**config.mk**
```make
export PLATFORM = sky130hd
export DESIGN_NAME = mem_1r1w_fifo_flat
export DESIGN_NICKNAME = d
export VERILOG_FILES = /design/src/rtl/mem_1r1w_fifo_pkg.sv /design/src/rtl/mem_1r1w_fifo_if.sv /design/src/rtl/mem_1r1w_fifo_out_buf.sv /design/src/rtl/mem_1r1w_fifo.sv /design/src/flat_wrapper.sv
export SDC_FILE = /design/constraint.sdc
export NUM_CORES = 1
export LEC_CHECK = 0
export CAP_MARGIN = 15
export CORE_MARGIN = 5
export CORE_UTILIZATION = 40
export CTS_CLUSTER_DIAMETER = 40
export DETAILED_ROUTE_END_ITERATION = 10
export PLACE_DENSITY = 0.81
export SLEW_MARGIN = 20
export SYNTH_ARGS = -nofsm -noshare
export SYNTH_HDL_FRONTEND = slang
export SYNTH_SLANG_ARGS = --single-unit
```
**constraint.sdc**
```tcl
create_clock -name clock -period 4.21 [get_ports clock]
set_clock_uncertainty 0.1 [all_clocks]
set_input_delay 1.0525 -clock clock [delete_from_list [all_inputs] [get_ports clock]]
set_output_delay 1.0525 -clock clock [all_outputs]
set_load 0.02 [all_outputs]
```
**src/rtl/mem_1r1w_fifo_pkg.sv**
```systemverilog
// Shared constants and data type for the mem_1r1w FIFO controller and the
// parent that instantiates the 32x64 macro wrapper.
package mem_1r1w_pkg;
    localparam int DEPTH = 32;
    localparam int WIDTH = 64;
    localparam int AW    = 5;
    localparam int CW    = 6;

    // Memory occupancy at which the macro is full (enq_ready drops).
    localparam logic [AW:0] MEM_FULL = DEPTH[AW:0];

    typedef logic [WIDTH-1:0] data_t;
endpackage

```
**src/rtl/mem_1r1w_fifo_if.sv**
```systemverilog
// Producer/consumer handshake bundle of the FIFO plus its occupancy count.
interface mem_1r1w_fifo_if;
    import mem_1r1w_pkg::*;

    logic               enq_valid;
    logic               enq_ready;
    data_t              enq_bits;
    logic               deq_valid;
    logic               deq_ready;
    data_t              deq_bits;
    logic [CW-1:0]      count;

    // FIFO side
    modport slave (
        input  enq_valid, enq_bits, deq_ready,
        output enq_ready, deq_valid, deq_bits, count
    );

    // Producer/consumer side
    modport master (
        output enq_valid, enq_bits, deq_ready,
        input  enq_ready, deq_valid, deq_bits, count
    );
endinterface

```
**src/rtl/mem_1r1w_fifo_out_buf.sv**
```systemverilog
// Two-entry in-order register queue sitting in front of the consumer.
// Head is always slot 0, so dout_o is a plain register output.
module fifo_out_buf
    import mem_1r1w_pkg::*;
(
    input  logic       clock,
    input  logic       reset_n,
    input  logic       push_i,
    input  data_t      din_i,
    input  logic       pop_i,
    output data_t      dout_o,
    output logic [1:0] cnt_o
);
    data_t      d0_q, d0_d;
    data_t      d1_q, d1_d;
    logic [1:0] cnt_q, cnt_d;
    logic [1:0] cnt_after_pop;

    // Pop shifts slot 1 into the head, then a push lands in the first free slot.
    always_comb begin
        d0_d          = d0_q;
        d1_d          = d1_q;
        cnt_after_pop = cnt_q - {1'b0, pop_i};
        if (pop_i) d0_d = d1_q;
        if (push_i) begin
            if (cnt_after_pop == 2'd0) d0_d = din_i;
            else                       d1_d = din_i;
        end
        cnt_d = cnt_after_pop + {1'b0, push_i};
    end

    // Storage and occupancy registers.
    always_ff @(posedge clock or negedge reset_n) begin
        if (!reset_n) begin
            d0_q  <= '0;
            d1_q  <= '0;
            cnt_q <= 2'd0;
        end else begin
            d0_q  <= d0_d;
            d1_q  <= d1_d;
            cnt_q <= cnt_d;
        end
    end

    assign dout_o = d0_q;
    assign cnt_o  = cnt_q;
endmodule

```
**src/rtl/mem_1r1w_fifo.sv**
```systemverilog
// First-word-fall-through FIFO controller around an external 1R1W macro.
// Pointers and counters live here; a 2-entry output buffer hides the
// macro's one-cycle read latency so the consumer sees registered data.
module mem_1r1w_fifo
    import mem_1r1w_pkg::*;
(
    input  logic              clock,
    input  logic              reset_n,
    mem_1r1w_fifo_if.slave    io,
    output logic [AW-1:0]     R0_addr,
    output logic              R0_en,
    output logic              R0_clk,
    input  data_t             R0_data,
    output logic [AW-1:0]     W0_addr,
    output logic              W0_en,
    output logic              W0_clk,
    output data_t             W0_data
);
    logic [AW-1:0] rd_ptr_q, rd_ptr_d;
    logic [AW-1:0] wr_ptr_q, wr_ptr_d;
    logic [AW:0]   mem_cnt_q, mem_cnt_d;
    logic          inflight_q, inflight_d;
    logic [CW-1:0] count_q, count_d;

    logic          enq_fire, deq_fire;
    logic          bypass, mem_wr, mem_rd;
    logic [1:0]    ob_cnt;
    logic [2:0]    ob_free_chk;
    logic [2:0]    ob_pend_chk;
    logic          ob_push;
    data_t         ob_din;
    data_t         ob_head;

    // Handshake, bypass and read-issue decisions from registered state.
    always_comb begin
        enq_fire    = io.enq_valid && io.enq_ready;
        deq_fire    = io.deq_valid && io.deq_ready;
        // deq_fire implies ob_cnt>=1, so neither subtraction underflows.
        ob_free_chk = {1'b0, ob_cnt} - {2'b0, deq_fire};
        ob_pend_chk = {1'b0, ob_cnt} + {2'b0, inflight_q} - {2'b0, deq_fire};
        // Bypass only when nothing older is queued in the memory or in flight.
        bypass      = enq_fire && (mem_cnt_q == '0) && !inflight_q && (ob_free_chk < 3'd2);
        mem_wr      = enq_fire && !bypass;
        mem_rd      = (mem_cnt_q != '0) && (ob_pend_chk < 3'd2);
        // Bypass needs !inflight, so at most one of these pushes per cycle.
        ob_push     = bypass || inflight_q;
        ob_din      = inflight_q ? R0_data : io.enq_bits;
    end

    // Next-state for pointers, occupancy and the total count.
    always_comb begin
        rd_ptr_d   = rd_ptr_q + {{(AW-1){1'b0}}, mem_rd};
        wr_ptr_d   = wr_ptr_q + {{(AW-1){1'b0}}, mem_wr};
        mem_cnt_d  = mem_cnt_q + {{AW{1'b0}}, mem_wr} - {{AW{1'b0}}, mem_rd};
        inflight_d = mem_rd;
        count_d    = count_q + {{(CW-1){1'b0}}, enq_fire} - {{(CW-1){1'b0}}, deq_fire};
    end

    // Controller state registers.
    always_ff @(posedge clock or negedge reset_n) begin
        if (!reset_n) begin
            rd_ptr_q   <= '0;
            wr_ptr_q   <= '0;
            mem_cnt_q  <= '0;
            inflight_q <= 1'b0;
            count_q    <= '0;
        end else begin
            rd_ptr_q   <= rd_ptr_d;
            wr_ptr_q   <= wr_ptr_d;
            mem_cnt_q  <= mem_cnt_d;
            inflight_q <= inflight_d;
            count_q    <= count_d;
        end
    end

    fifo_out_buf u_ob (
        .clock   (clock),
        .reset_n (reset_n),
        .push_i  (ob_push),
        .din_i   (ob_din),
        .pop_i   (deq_fire),
        .dout_o  (ob_head),
        .cnt_o   (ob_cnt)
    );

    // enq_ready depends only on registered memory occupancy.
    assign io.enq_ready = (mem_cnt_q < MEM_FULL);
    assign io.deq_valid = (ob_cnt != 2'd0);
    assign io.deq_bits  = ob_head;
    assign io.count     = count_q;

    assign R0_addr = rd_ptr_q;
    assign R0_en   = mem_rd;
    assign R0_clk  = clock;
    assign W0_addr = wr_ptr_q;
    assign W0_en   = mem_wr;
    assign W0_clk  = clock;
    assign W0_data = io.enq_bits;
endmodule
```
**src/flat_wrapper.sv**
```systemverilog
// flat-port wrapper written by rule: the top's interface ports become plain ports
module mem_1r1w_fifo_flat import mem_1r1w_pkg::*;
  (clock, reset_n, R0_addr, R0_en, R0_clk, R0_data, W0_addr, W0_en, W0_clk, W0_data, io_enq_valid, io_enq_bits, io_deq_ready, io_enq_ready, io_deq_valid, io_deq_bits, io_count);
  mem_1r1w_fifo_if io_i ();
  input  logic clock;
  input  logic reset_n;
  output logic [AW-1:0] R0_addr;
  output logic R0_en;
  output logic R0_clk;
  input  data_t R0_data;
  output logic [AW-1:0] W0_addr;
  output logic W0_en;
  output logic W0_clk;
  output data_t W0_data;
  input wire logic [$bits(io_i.enq_valid)-1:0] io_enq_valid;
  input wire logic [$bits(io_i.enq_bits)-1:0] io_enq_bits;
  input wire logic [$bits(io_i.deq_ready)-1:0] io_deq_ready;
  output wire logic [$bits(io_i.enq_ready)-1:0] io_enq_ready;
  output wire logic [$bits(io_i.deq_valid)-1:0] io_deq_valid;
  output wire logic [$bits(io_i.deq_bits)-1:0] io_deq_bits;
  output wire logic [$bits(io_i.count)-1:0] io_count;
  assign io_i.enq_valid = io_enq_valid;
  assign io_i.enq_bits = io_enq_bits;
  assign io_i.deq_ready = io_deq_ready;
  assign io_enq_ready = io_i.enq_ready;
  assign io_deq_valid = io_i.deq_valid;
  assign io_deq_bits = io_i.deq_bits;
  assign io_count = io_i.count;
  mem_1r1w_fifo u_core (.clock(clock), .reset_n(reset_n), .io(io_i), .R0_addr(R0_addr), .R0_en(R0_en), .R0_clk(R0_clk), .R0_data(R0_data), .W0_addr(W0_addr), .W0_en(W0_en), .W0_clk(W0_clk), .W0_data(W0_data));
endmodule
```
==> results of run 1 <==
registers in the layout, summed over array words and instances (netlist names):
name	count
u_core.u_ob.cnt_o	2
u_core.inflight_q	1
u_core.W0_addr	5
u_core.u_ob.dout_o	64
u_core.mem_cnt_q	6
u_core.u_ob.d1_q	64
u_core.io.count	6
u_core.R0_addr	5
metrics by stage:
stage                     util (%)  hold slack (ns)  TNS [ns]  total power, W
after floorplan                  -            0.371         0         0.00590
after global placement        52.9            0.363    -0.126         0.00731
after detailed placement      52.9            0.369    -0.129         0.00748
after CTS                     56.5            0.377         0         0.00931
after global routing          56.5            0.417         0         0.00983
final                         56.5            0.368         0         0.00918
cell type report:
class / instances / area (um2) / area share [%]
clock buffers: 27 / 571 / 4.96
clock inverters: 11 / 171 / 1.49
inverters: 21 / 78.8 / 0.685
multi-input cells: 402 / 3530 / 30.7
flip-flops and latches: 153 / 3830 / 33.3
well taps: 270 / 338 / 2.94
repair buffers: 298 / 2980 / 25.9
critical path: stages:
cell,delay (ns)
clkbuf_16,0.13
clkbuf_16,0.13
clkdlybuf4s50_1,0.54
layer usage:
layer	wire [um]	track usage, %
met2	10500	29.9
met5	0	0
met3	1640	6.54
met4	148	3.70
met1	8060	19.9
report_power, final:
group	internal [W]	total (W)	switching (W)
clock	0.00120	0.00187	0.000664
sequential	0.00223	0.00262	0.000391
combinational	0.00215	0.00469	0.00254
total	0.00559	0.00918	0.00360
worst paths after layout:
check	start	slack, ns	cells after the start	to
min in group asynchronous	reset_n	0.49	1	u_core.u_ob.dout_o[16]
max in group asynchronous	reset_n	2.71	2	u_core.u_ob.dout_o[62]
hold reg to reg	u_core.R0_addr[4]	0.37	1	u_core.R0_addr[4]
hold / removal	u_core.R0_addr[4]	0.37	1	u_core.R0_addr[4]
setup reg to reg	u_core.u_ob.cnt_o[1]	0.80	15	u_core.mem_cnt_q[5]
setup / recovery	clock	0.16	3	R0_clk
what timing repair did:
action,4_1_cts,5_1_grt
resized for setup,1,3
hold endpoints to repair,0,0
gates cloned,0,0
endpoints found under the setup margin,1,2
setup buffers,0,0
logic make-up (layout without fill, tap and decap cells):
kind of cell	after synthesis	in the layout	synth area share, %
xor+xnor	19	19	2.09
fa+ha+maj	22	22	3.57
flops	153	153	46.0
compound gates	140	140	11.5
buf+inv	129	357	11.8
mux	192	192	23.1
simple gates	29	29	2.04
cells in the mapped netlist (2+ instances only):
master    instances  share of area (%)
mux2i_1         192                 23
dfrtp_1         153                 46
o21ai_0          69                4.1
buf_4            67                6.0
o21ai_2          60                6.3
inv_1            21               0.95
ha_1             19                2.9
clkbuf_1         14               0.63
buf_12           13                3.1
xnor2_1          12                1.3
buf_2            11               0.66
nand2_1           9               0.41
a21oi_1           6               0.36
xor2_1            6               0.63
nor2_1            5               0.23
nand3_1           4               0.24
buf_6             3               0.41
fa_1              3               0.72
nor2b_1           3               0.23
or2_2             2               0.15
==> run summary, run 1 <==
Status = finished, final reports clean
Most common cell after layout, fill and taps aside = clkdlybuf4s50_1
Final net count = 1053
Final instance area = 0.0115 mm2
Final hold violations = 0
Pin count of the biggest net entering global routing = 89
Initial Utilization = 40.9%
Tightest Pin Transition = 0.815 ns
Area of the mapped netlist = 0.00833 mm2
Max transition margin = 45.7%
Hold Path Class = flop to flop
Pre-CTS setup slack = -0.129 ns
#FFs+latches synth = 153
DRT iter0 DRCs = 155
Synth warn = 0
Post-detail-place hpwl = 14800 um
Setup crit start kind = clock port
Total grt overflow = 0
Synth-to-layout area growth = 38.1%
Vias = 5828
CTS tree = done
Post-route ant nets = 0
Final setup violation count = 0
RSZ-0062 raised after global routing = false
Leakage = 4.97 nW
Die Ht = 154 um
RD Place Congestion = 0.796
Seq/Total Area, Yosys = 46.0%
Global Route Usage Sum = 17.0%
Die W = 154 um
Diode count = 0
Port bufs = 281
Vias per cell = 4.93
Ports = 282
Wire per inst = 17.2 um
Routed Wire Length = 20300 um
Commonest cells after routing, fill and taps aside = 278 x clkdlybuf4s50_1, 192 x mux2i_1, 152 x dfrtp_1, 69 x o21ai_0, 60 x o21ai_2
Power Dens Cells = 798 mW/mm2
Vias in the first global route = 6374
Gate Count Post-Synth = 684
Clock latency on the worst-skew pair = 0.53 ns
Area after DPL = 0.0108 mm2
Max Cap Viol = 0
Placed Cells = 1146
Final Max Slew Viols = 0
Primary FF master, synth = dfrtp_1
Full die area = 0.0238 mm2
Final non-filler cell total = 1182
Pre-antenna DRT Iters = 4
Distinct cells, synth = 32
Syn_nets = 838
Row cnt = 52
Synth async-reset ratio = 100%
Synth Area per Inst = 12.2 um2
CP arrival = 2.90 ns
Cts hold-fix bufs = 0
Drc violations = 0
Worst setup path category = clock port to output pin
Filler Cells Inserted = 1763
Reg clk slew, reported paths = 0.06 ns
Proportion of layout cells with a drive suffix above 1 = 13.7%
Crit end category = output pin
VDD IR max = 611 uV
WP data required = 3.06 ns
First-pass GRT wire length = 33000 um
Post-synth EDFFs = 0
Critical Path Fanout Max = 2
Antenna violations before repair = 0
Final setup margin = 0.160 ns
Core area = 0.0204 mm2
(Power assumes the default switching activity.)
==> run 2, diff against run 1 <==
--- a/config.mk
+++ b/config.mk
@@ -11,7 +11,7 @@
 export CTS_CLUSTER_DIAMETER = 40
 export DETAILED_ROUTE_END_ITERATION = 10
 export PLACE_DENSITY = 0.81
-export SLEW_MARGIN = 20
+export SLEW_MARGIN = 15
 export SYNTH_ARGS = -nofsm -noshare
 export SYNTH_HDL_FRONTEND = slang
 export SYNTH_SLANG_ARGS = --single-unit
==> results of run 2 <==
Same layout as run 1: the final DEF is identical, and so are final timing and power.
